## src/rtl/sonic_dma_pkg.sv

```systemverilog
// Shared constants, field positions and channel state encoding for the DMA
// descriptor-header register file.
package sonic_dma_pkg;

    localparam logic [2:0] DW_CTRL    = 3'd0;
    localparam logic [2:0] DW_BASE_HI = 3'd1;
    localparam logic [2:0] DW_BASE_LO = 3'd2;
    localparam logic [2:0] DW_RC_LAST = 3'd3;
    localparam logic [2:0] DW_STATUS  = 3'd4;

    localparam logic [15:0] SOFT_RST_CODE = 16'hFFFF;

    localparam int BIT_MSI          = 17;
    localparam int BIT_EPLAST_ENA   = 18;
    localparam int MSI_NUM_LSB      = 20;
    localparam int MSI_TC_LSB       = 28;
    localparam int BIT_RC_LAST_SYNC = 31;

    localparam int ST_EP_LAST_LSB = 0;
    localparam int ST_BUSY        = 16;
    localparam int ST_ERR         = 17;
    localparam int ST_STATE_LSB   = 18;

    typedef enum logic [1:0] {
        ST_INIT = 2'd0,
        ST_IDLE = 2'd1,
        ST_RUN  = 2'd2
    } chan_state_t;

endpackage

```

## src/rtl/sonic_dma_prg_chan.sv

```systemverilog
// One DMA channel: header registers, run-state FSM, start pulse and status word.
// SONIC_DMA_PRG_BUSY_LOCK_EN: drop DW0-DW2 writes while running and flag them.
//
//   state   | meaning
//   INIT    | reset / unprogrammed, init output high
//   IDLE    | engine finished, waiting for next DW3 write
//   RUN     | engine started, waiting for busy to drop
module sonic_dma_prg_chan
    import sonic_dma_pkg::*;
(
    input  logic        clk_in,
    input  logic        rstn,
    input  logic        wr_en,
    input  logic [2:0]  dw_idx,
    input  logic [31:0] wr_data,
    input  logic        busy,
    input  logic [15:0] ep_last,
    output logic        start,
    output logic        init,
    output logic [15:0] size,
    output logic        msi,
    output logic        eplast_ena,
    output logic        rc_last_sync,
    output logic        rcadd_3dw,
    output logic [4:0]  msi_num,
    output logic [2:0]  msi_tc,
    output logic [63:0] base_rc,
    output logic [15:0] rc_last,
    output logic [31:0] rd_word
);

    chan_state_t state, state_nxt;
    logic [31:0] dw0, dw1, dw2, dw3;
    logic [15:0] size_m1;
    logic        rcadd_r, err, start_req, armed;
    logic        soft_rst, locked, lock_viol;
    logic        wr_dw0, wr_dw1, wr_dw2, wr_dw3;

    assign soft_rst = wr_en && (dw_idx == DW_CTRL) && (wr_data[15:0] == SOFT_RST_CODE);

`ifdef SONIC_DMA_PRG_BUSY_LOCK_EN
    assign locked = (state == ST_RUN);
`else
    assign locked = 1'b0;
`endif

    assign lock_viol = wr_en && !soft_rst && locked && (dw_idx <= DW_BASE_LO);
    assign wr_dw0    = wr_en && (dw_idx == DW_CTRL) && !soft_rst && !locked;
    assign wr_dw1    = wr_en && (dw_idx == DW_BASE_HI) && !locked;
    assign wr_dw2    = wr_en && (dw_idx == DW_BASE_LO) && !locked;
    assign wr_dw3    = wr_en && (dw_idx == DW_RC_LAST);

    // A new DW3 write outranks a busy fall seen in the same cycle.
    always_comb begin
        state_nxt = state;
        case (state)
            ST_INIT: if (wr_dw3) state_nxt = ST_RUN;
            ST_IDLE: if (wr_dw3) state_nxt = ST_RUN;
            ST_RUN:  if (!wr_dw3 && armed && !busy) state_nxt = ST_IDLE;
            default: state_nxt = ST_INIT;
        endcase
        if (soft_rst) state_nxt = ST_INIT;
    end

    always_ff @(posedge clk_in or negedge rstn) begin
        if (!rstn) begin
            state     <= ST_INIT;
            dw0       <= '0;
            dw1       <= '0;
            dw2       <= '0;
            dw3       <= '0;
            size_m1   <= '0;
            rcadd_r   <= 1'b0;
            err       <= 1'b0;
            start_req <= 1'b0;
            armed     <= 1'b0;
        end else begin
            state <= state_nxt;
            if (soft_rst) begin
                dw0       <= '0;
                dw3       <= '0;
                size_m1   <= '0;
                err       <= 1'b0;
                start_req <= 1'b0;
                armed     <= 1'b0;
            end else begin
                if (wr_dw0) begin
                    dw0     <= wr_data;
                    size_m1 <= wr_data[15:0] - 16'd1;
                end
                if (wr_dw1) begin
                    dw1     <= wr_data;
                    rcadd_r <= (wr_data == 32'd0);
                end
                if (wr_dw2) dw2 <= wr_data;
                if (wr_dw3) dw3 <= wr_data;
                if (lock_viol) err <= 1'b1;
                start_req <= wr_dw3;
                // Busy is only trusted once the engine has seen the start pulse.
                if (wr_dw3)     armed <= 1'b0;
                else if (start) armed <= 1'b1;
            end
        end
    end

    always_ff @(posedge clk_in or negedge rstn) begin
        if (!rstn) begin
            start        <= 1'b0;
            init         <= 1'b1;
            size         <= '0;
            msi          <= 1'b0;
            eplast_ena   <= 1'b0;
            rc_last_sync <= 1'b0;
            rcadd_3dw    <= 1'b0;
            msi_num      <= '0;
            msi_tc       <= '0;
            base_rc      <= '0;
            rc_last      <= '0;
        end else begin
            start        <= start_req;
            init         <= (state == ST_INIT);
            size         <= size_m1;
            msi          <= dw0[BIT_MSI];
            eplast_ena   <= dw0[BIT_EPLAST_ENA];
            rc_last_sync <= dw0[BIT_RC_LAST_SYNC];
            rcadd_3dw    <= rcadd_r;
            msi_num      <= dw0[MSI_NUM_LSB +: 5];
            msi_tc       <= dw0[MSI_TC_LSB +: 3];
            base_rc      <= {dw1, dw2};
            rc_last      <= dw3[15:0];
        end
    end

    always_comb begin
        rd_word = '0;
        case (dw_idx)
            DW_CTRL:    rd_word = dw0;
            DW_BASE_HI: rd_word = dw1;
            DW_BASE_LO: rd_word = dw2;
            DW_RC_LAST: rd_word = dw3;
            DW_STATUS: begin
                rd_word[ST_EP_LAST_LSB +: 16] = ep_last;
                rd_word[ST_BUSY]              = busy;
                rd_word[ST_ERR]               = err;
                rd_word[ST_STATE_LSB +: 2]    = state;
            end
            default:    rd_word = '0;
        endcase
    end

endmodule

```

## src/rtl/sonic_dma_prg_regfile.sv

```systemverilog
// Multi-channel DMA descriptor-header register file: input stage, channel
// decode, readback mux. Honours SONIC_DMA_PRG_BUSY_LOCK_EN inside each channel.
module sonic_dma_prg_regfile
    import sonic_dma_pkg::*;
#(
    parameter int NUM_CH = 2,
    parameter int ADDR_W = 8
) (
    input  logic                  clk_in,
    input  logic                  rstn,
    input  logic                  dma_prg_wrena,
    input  logic [31:0]           dma_prg_wrdata,
    input  logic [ADDR_W-1:0]     dma_prg_addr,
    input  logic                  dma_prg_rdena,
    output logic [31:0]           dma_prg_rddata,
    output logic                  dma_prg_rdvalid,
    input  logic [NUM_CH-1:0]     dt_busy,
    input  logic [16*NUM_CH-1:0]  dt_ep_last,
    output logic [NUM_CH-1:0]     dt_start,
    output logic [NUM_CH-1:0]     init,
    output logic [16*NUM_CH-1:0]  dt_size,
    output logic [NUM_CH-1:0]     dt_msi,
    output logic [NUM_CH-1:0]     dt_eplast_ena,
    output logic [NUM_CH-1:0]     dt_rc_last_sync,
    output logic [NUM_CH-1:0]     dt_3dw_rcadd,
    output logic [5*NUM_CH-1:0]   app_msi_num,
    output logic [3*NUM_CH-1:0]   app_msi_tc,
    output logic [64*NUM_CH-1:0]  dt_base_rc,
    output logic [16*NUM_CH-1:0]  dt_rc_last
);

    localparam int CH_W = ADDR_W - 5;

    logic              s_wr, s_rd;
    logic [31:0]       s_data;
    logic [ADDR_W-3:0] s_addr;
    logic [CH_W-1:0]   s_ch;
    logic [2:0]        s_dw;
    logic [31:0]       rd_words [NUM_CH];
    logic [31:0]       rd_mux;
    logic              unused_addr_bits;

    assign unused_addr_bits = ^dma_prg_addr[1:0];
    assign s_ch = s_addr[ADDR_W-3:3];
    assign s_dw = s_addr[2:0];

    always_ff @(posedge clk_in or negedge rstn) begin
        if (!rstn) begin
            s_wr   <= 1'b0;
            s_rd   <= 1'b0;
            s_data <= '0;
            s_addr <= '0;
        end else begin
            s_wr   <= dma_prg_wrena;
            s_rd   <= dma_prg_rdena;
            s_data <= dma_prg_wrdata;
            s_addr <= dma_prg_addr[ADDR_W-1:2];
        end
    end

    for (genvar c = 0; c < NUM_CH; c++) begin : g_ch
        sonic_dma_prg_chan u_chan (
            .clk_in       (clk_in),
            .rstn         (rstn),
            .wr_en        (s_wr && (int'(s_ch) == c)),
            .dw_idx       (s_dw),
            .wr_data      (s_data),
            .busy         (dt_busy[c]),
            .ep_last      (dt_ep_last[16*c +: 16]),
            .start        (dt_start[c]),
            .init         (init[c]),
            .size         (dt_size[16*c +: 16]),
            .msi          (dt_msi[c]),
            .eplast_ena   (dt_eplast_ena[c]),
            .rc_last_sync (dt_rc_last_sync[c]),
            .rcadd_3dw    (dt_3dw_rcadd[c]),
            .msi_num      (app_msi_num[5*c +: 5]),
            .msi_tc       (app_msi_tc[3*c +: 3]),
            .base_rc      (dt_base_rc[64*c +: 64]),
            .rc_last      (dt_rc_last[16*c +: 16]),
            .rd_word      (rd_words[c])
        );
    end

    // Unpopulated channel indices fall through and read as zero.
    always_comb begin
        rd_mux = '0;
        for (int c = 0; c < NUM_CH; c++) begin
            if (int'(s_ch) == c) rd_mux = rd_words[c];
        end
    end

    always_ff @(posedge clk_in or negedge rstn) begin
        if (!rstn) begin
            dma_prg_rddata  <= '0;
            dma_prg_rdvalid <= 1'b0;
        end else begin
            dma_prg_rddata  <= s_rd ? rd_mux : 32'd0;
            dma_prg_rdvalid <= s_rd;
        end
    end

endmodule

```

## config.mk

```make
export PLATFORM = sky130hd
export DESIGN_NAME = sonic_dma_prg_regfile
export DESIGN_NICKNAME = d
export VERILOG_FILES = /design/src/rtl/sonic_dma_pkg.sv /design/src/rtl/sonic_dma_prg_chan.sv /design/src/rtl/sonic_dma_prg_regfile.sv
export SDC_FILE = /design/constraint.sdc
export NUM_CORES = 1
export LEC_CHECK = 0
export BUFFER_PORTS_ARGS = -buffer_cell sky130_fd_sc_hd__buf_2
export CORE_ASPECT_RATIO = 1.5
export CORE_MARGIN = 3
export CORE_UTILIZATION = 30
export DETAILED_ROUTE_END_ITERATION = 10
export GPL_TIMING_DRIVEN = 0
export SYNTH_ARGS = -nofsm -noshare
export SYNTH_HDL_FRONTEND = slang
export SYNTH_SLANG_ARGS = --single-unit
export TNS_END_PERCENT = 1
```

## constraint.sdc

```tcl
create_clock -name clk_in -period 4.15 [get_ports clk_in]
set_clock_uncertainty 0.2 [all_clocks]
set_input_delay 1.245 -clock clk_in [delete_from_list [all_inputs] [get_ports clk_in]]
set_output_delay 1.245 -clock clk_in [all_outputs]
set_load 0.02 [all_outputs]
```

Word-level counts from Yosys, hierarchy flattened
Index checks and enable logic that the tools add are counted.

Memory bits (writable): 0. Input bits: 78. Memories: 0. Bits in latches: 0. Memory bits (read-only): 0. Logic and storage cells: 141. Register bits after elaboration: 591.

Bitwise gates (word level): 2. Eq/ne operators: 14. Add/subtract/negate cells: 1. Reductions and logical operators: 43. $lt $le $gt $ge: 0. Shift operators: 0. Multiplexer cells: 35. Div/mod/pow operators: 0. Multipliers: 0.

Operators with widths (count): 32-bit 2-to-1 mux (11); 20-bit case mux with 5 select lines (2); 12-bit case mux with 4 select lines (2); 16-bit 2-to-1 mux (4); 32-bit logical NOT (1); 1-bit logical AND (18); 16-bit == test, second input constant (1); 16-bit by 1-bit subtractor with 16-bit output, second input constant (1); 2-bit 2-to-1 mux (6); 3-bit by 1-bit != test with 1-bit output, second input constant (4); 2-bit AND reduction (6); 3-bit by 2-bit == test with 1-bit output, second input constant (3); 1-bit 2-to-1 mux (8); 2-bit case mux with 2 select lines (2); 2-bit nonzero test (4); 1-bit logical NOT (6); 3-bit logical NOT (2); 3-bit nonzero test (2); 2-bit by 1-bit == test with 1-bit output, second input constant (2); 2-bit == test, second input constant (2); 2-bit logical NOT (2); 2-bit OR reduction (2); 3-bit by 1-bit == test with 1-bit output, second input constant (1); 3-bit == test, second input constant (1); 1-bit inverter (2).

Longest topological paths before layout
Depth in word-level cells: 9. Depth in mapped cells: 8. Gate-level depth less buffers: 6.

Cells and area by module
From an unflattened synthesis, not the netlist that was laid out.

Cell total of the unflattened synthesis: 1600. Area total of the unflattened synthesis: 22117.5 µm².

Modules (own cells, without submodules): sonic_dma_prg_chan (times used 2, area each 9879.5 µm², cells each 726, sequential area each 6482.5 µm²); sonic_dma_prg_regfile (times used 1, area each 2358.5 µm², cells each 148, sequential area each 1826.8 µm²).

Worst setup path before layout
No wires, ideal clock.

Kind: input to register. Start point: input port dt_ep_last[0]. End point: register dma_prg_rddata[0]. Arrival: 1.929 ns. Library setup time: 0.120 ns. Path slack: 1.901 ns. Stages: 4. Cells stage by stage: mux2_2 -> a221oi_1 -> o21ai_0 -> o211a_1.

Cells in the longest elaborated chain, start to end: 4.

RTL lines: start, declared (line sonic_dma_prg_regfile.sv:18) `input logic [16*NUM_CH-1:0] dt_ep_last,`; 20-bit case mux with 5 select lines (line sonic_dma_prg_chan.sv:136) `case (dw_idx)`; 32-bit 2-to-1 mux (2 in a row) (line sonic_dma_prg_regfile.sv:89) `if (int'(s_ch) == c) rd_mux = rd_words[c];`; 32-bit 2-to-1 mux (line sonic_dma_prg_regfile.sv:98) `dma_prg_rddata <= s_rd ? rd_mux : 32'd0;`; end signal, assigned (line sonic_dma_prg_regfile.sv:98); end, declared (line sonic_dma_prg_regfile.sv:15) `output logic [31:0] dma_prg_rddata,`.

Every way passes these cells. A chain may end at the register's enable or synchronous reset.

Final worst setup path
Start point: register s_addr[1]. End point: register dma_prg_rddata[31].

Cells in the longest elaborated chain, start to end: 5. Elaborated cells on any way between the ends: 9.

RTL lines: start, declared (line sonic_dma_prg_regfile.sv:36) `logic [ADDR_W-3:0] s_addr;`; start signal, assigned (line sonic_dma_prg_regfile.sv:57) `s_addr <= dma_prg_addr[ADDR_W-1:2];`; 3-bit by 2-bit == test with 1-bit output (tied with other cells) (line sonic_dma_prg_chan.sv:136); 12-bit case mux with 4 select lines (line sonic_dma_prg_chan.sv:136); 32-bit 2-to-1 mux (line sonic_dma_prg_regfile.sv:89); 32-bit 2-to-1 mux (*) (line sonic_dma_prg_regfile.sv:89); 32-bit 2-to-1 mux (*) (line sonic_dma_prg_regfile.sv:98).

Every way passes the cells marked *; elsewhere a longest branch is shown, timed or not.

==> reports/qor.yml <==
cells_and_area:
  final_common_cell: "dfrtp_1"
  post-route-util: 0.375
  final_cells: 2905
  final_nets: 2026
  multi_input_area_sq_mm: 0.00583
  nFillCells: 6804
  drive_gt1_frac: 0.336
  syn2layout_area_growth_pct: 23.4
  seq_area_sq_mm: 0.0148
  layout_common_cells: "589 x dfrtp_1, 377 x buf_2, 189 x nand2_1"
worst_setup_path:
  critical_path_arrival_ns: 3.75
  start_kind: "flop"
  worstPathMaxFanout: 10
  cp_data_required_time_ns: 4.44
  crit_path_end_kind: "flop"
  path_class: "reg -> reg"
synthesis:
  ys_seq_elements: 591
  ys.flop_type: "dfrtp_1"
  avgSynthCellArea_sq_um: 13.7
  synth_edf_count: 0
  syn_nets: 1634
  synthArstFlopShare: 1.00
  yosysSeqAreaShare: 0.693
  yosysWarnings: 0
  synth_cell_types: 58
  synth_area_sq_mm: 0.0213
  netlist_instances: 1553
floorplan:
  start_util: 0.304
  fp.coreArea_sq_mm: 0.0703
  die_w_um: 224
  die_height_um: 333
  die-area_sq_mm: 0.0745
  rows: 119
  pin_count: 331
clock_tree:
  cts_tree: "built"
  cts_hold_buf: 0
  clkTransAtPathRegs_ns: 0.08
  post_cts.repair.setup_buffers: 0
  cts-root-buf: "clkbuf_16"
  cts.repair.resized: 0
  insertion_delay_ns: 0.66
  cts_made_buffers: 57
  cts_max_level: 2
  clock-sinks: 591
  cts_buffer_depth: 3
global_routing:
  grt_pass1_wl_mm: 114
  grt_pass1_vias: 15800
  overflow: 0
  track_usage: 0.213
  grt_max_degree: 130
  antenna_found_initial: 6
pwr:
  irDropWorstVdd_mv: 0.309
  leakagePower_uw: 0.0130
  power.total_uw: 14300
  p_per_area_mw_per_mm2: 544
routing:
  firstDrtPassIters: 5
  drc: 0
  wire_per_inst_um: 27.7
  vias: 15200
  ant_nets: 0
  drtIter0Drc: 1411
  wirelength_mm: 80.5
  avgViaCountPerCell: 5.22
run_status:
  status: "complete, no violations"
timing:
  post-route-period-util: 0.832
  finalHoldViolations: 0
  worst_pin_slew_ns: 1.36
  hold_slack_ns: 0.140
  max_slew_margin: 0.0881
  min_period_ns: 3.45
  maxSlewViolCount: 0
  rsz0062_at_grt: "no"
  fmax_mhz: 289
  setup_viol: 0
  final.setup.tns_ns: 0
min_path:
  hold_path.class: "reg -> reg"
placement:
  dp.cells: 2793
  hpwl_mm: 57.0
  port-buffer-count: 328
  gp_congestion: 0.875
run:
  max-cap-violations: 0
-- cell usage after synthesis (all sizes together), types with 3 or more instances --
cell type	n	area (sq um)
a211oi	3	22.5
a21o	3	22.5
a21oi	24	120
a221o	26	260
a221oi	45	394
a22o	72	631
a22oi	19	143
a31oi	4	25.0
a32oi	4	35.0
and2	5	31.3
and3b	4	35.0
buf	84	498
clkbuf	53	205
clkinv	4	15.0
dfrtp	589	14700
ha	3	37.5
inv	4	15.0
mux2	139	1570
mux2i	18	180
mux4	5	113
nand2	189	709
nand2b	4	25.0
nand3	12	60.1
nand3b	5	37.5
nand4	4	25.0
nor2	17	68.8
nor2b	7	43.8
nor3	22	115
nor3b	7	57.6
nor4	10	62.6
o211a	4	40.0
o21ai	117	586
o22ai	9	56.3
o2bb2ai	3	26.3
or4	5	37.5
xnor2	4	35.0
xor2	8	70.1
-- area by class of cell --
class,instances,area share
sequential,591,0.561
clock buffer,67,0.0575
buffer,137,0.0267
tap,907,0.0431
inverter,8,0.00114
timing repair buffer,333,0.0673
multi-input combinational,817,0.221
antenna,4,0.000380
clock inverter,41,0.0214
-- registers in the layout (all words and copies together), names as in the netlist, 4 cells and up --
register             count
g_ch.u_chan.base_rc    128
g_ch.u_chan.dw0         64
g_ch.u_chan.dw1         64
g_ch.u_chan.dw2         64
g_ch.u_chan.dw3         64
dma_prg_rddata          32
g_ch.u_chan.rc_last     32
g_ch.u_chan.size        32
g_ch.u_chan.size_m1     32
s_data                  32
g_ch.u_chan.msi_num     10
g_ch.u_chan.msi_tc       6
s_addr                   6
g_ch.u_chan.state        4
-- where the power goes --
part           leakage, uW  switching, uW  internal (uW)  total, uW
logic              0.00420           1010            601       1620
registers          0.00783            522           6440       6960
clock network      0.00101           2470           3290       5760
-- metrics by stage --
stage | cell area (sq um) | setup WS, ns
2_1_floorplan | 21300 | 1.90
3_3_place_gp | 24100 | -10.07
3_5_place_dp | 24300 | 0.749
4_1_cts | 26300 | 0.673
5_1_grt | 26300 | 0.609
6_report | 26300 | 0.696
-- routing by layer --
metal  share of wire  GRT usage  wire length [um]  vias to the layer above
met4           0.058      0.115              4710                        2
met5         0.00015          0                12                        -
met1            0.37      0.257             30100                     7807
met2            0.50      0.360             40000                      811
met3           0.071     0.0404              5730                      218
li1                -          -                 -                     6327
-- logic make-up (layout without fill, tap and decap cells) --
| family | count (synthesis) | in the layout | share of synthesized area |
|---|---|---|---|
| multiplexers | 162 | 162 | 0.0870 |
| adder cells (fa/ha/maj) | 3 | 3 | 0.00176 |
| XOR/XNOR | 12 | 12 | 0.00492 |
| AO/OA/AOI/OAI | 341 | 341 | 0.114 |
| AND/OR/NAND/NOR | 299 | 299 | 0.0652 |
| buffers and inverters | 145 | 586 | 0.0343 |
| other | 0 | 4 | 0 |
| flip-flops | 591 | 591 | 0.693 |
-- worst max-delay path: stages (launching register included) --
cell and delay (ns):
dfrtp_1 0.46, nor3_2 0.62, clkbuf_1 0.76, buf_1 0.63, a221oi_1 0.20, nor3_1 0.41
-- worst paths after layout --
check | startpoint | endpoint | slack [ns] | cells past startpoint
max in group asynchronous | rstn | g_ch[0].u_chan.dw3[23] | 1.59 | 3
max | s_addr[1] | dma_prg_rddata[31] | 0.70 | 5
min | g_ch[0].u_chan.start_req | g_ch[0].u_chan.start | 0.14 | 0
min in group asynchronous | rstn | g_ch[0].u_chan.size[5] | 0.48 | 1
min reg2reg | g_ch[0].u_chan.start_req | g_ch[0].u_chan.start | 0.14 | 0
max reg2reg | s_addr[1] | dma_prg_rddata[31] | 0.70 | 5
(Power assumes the default switching activity.)
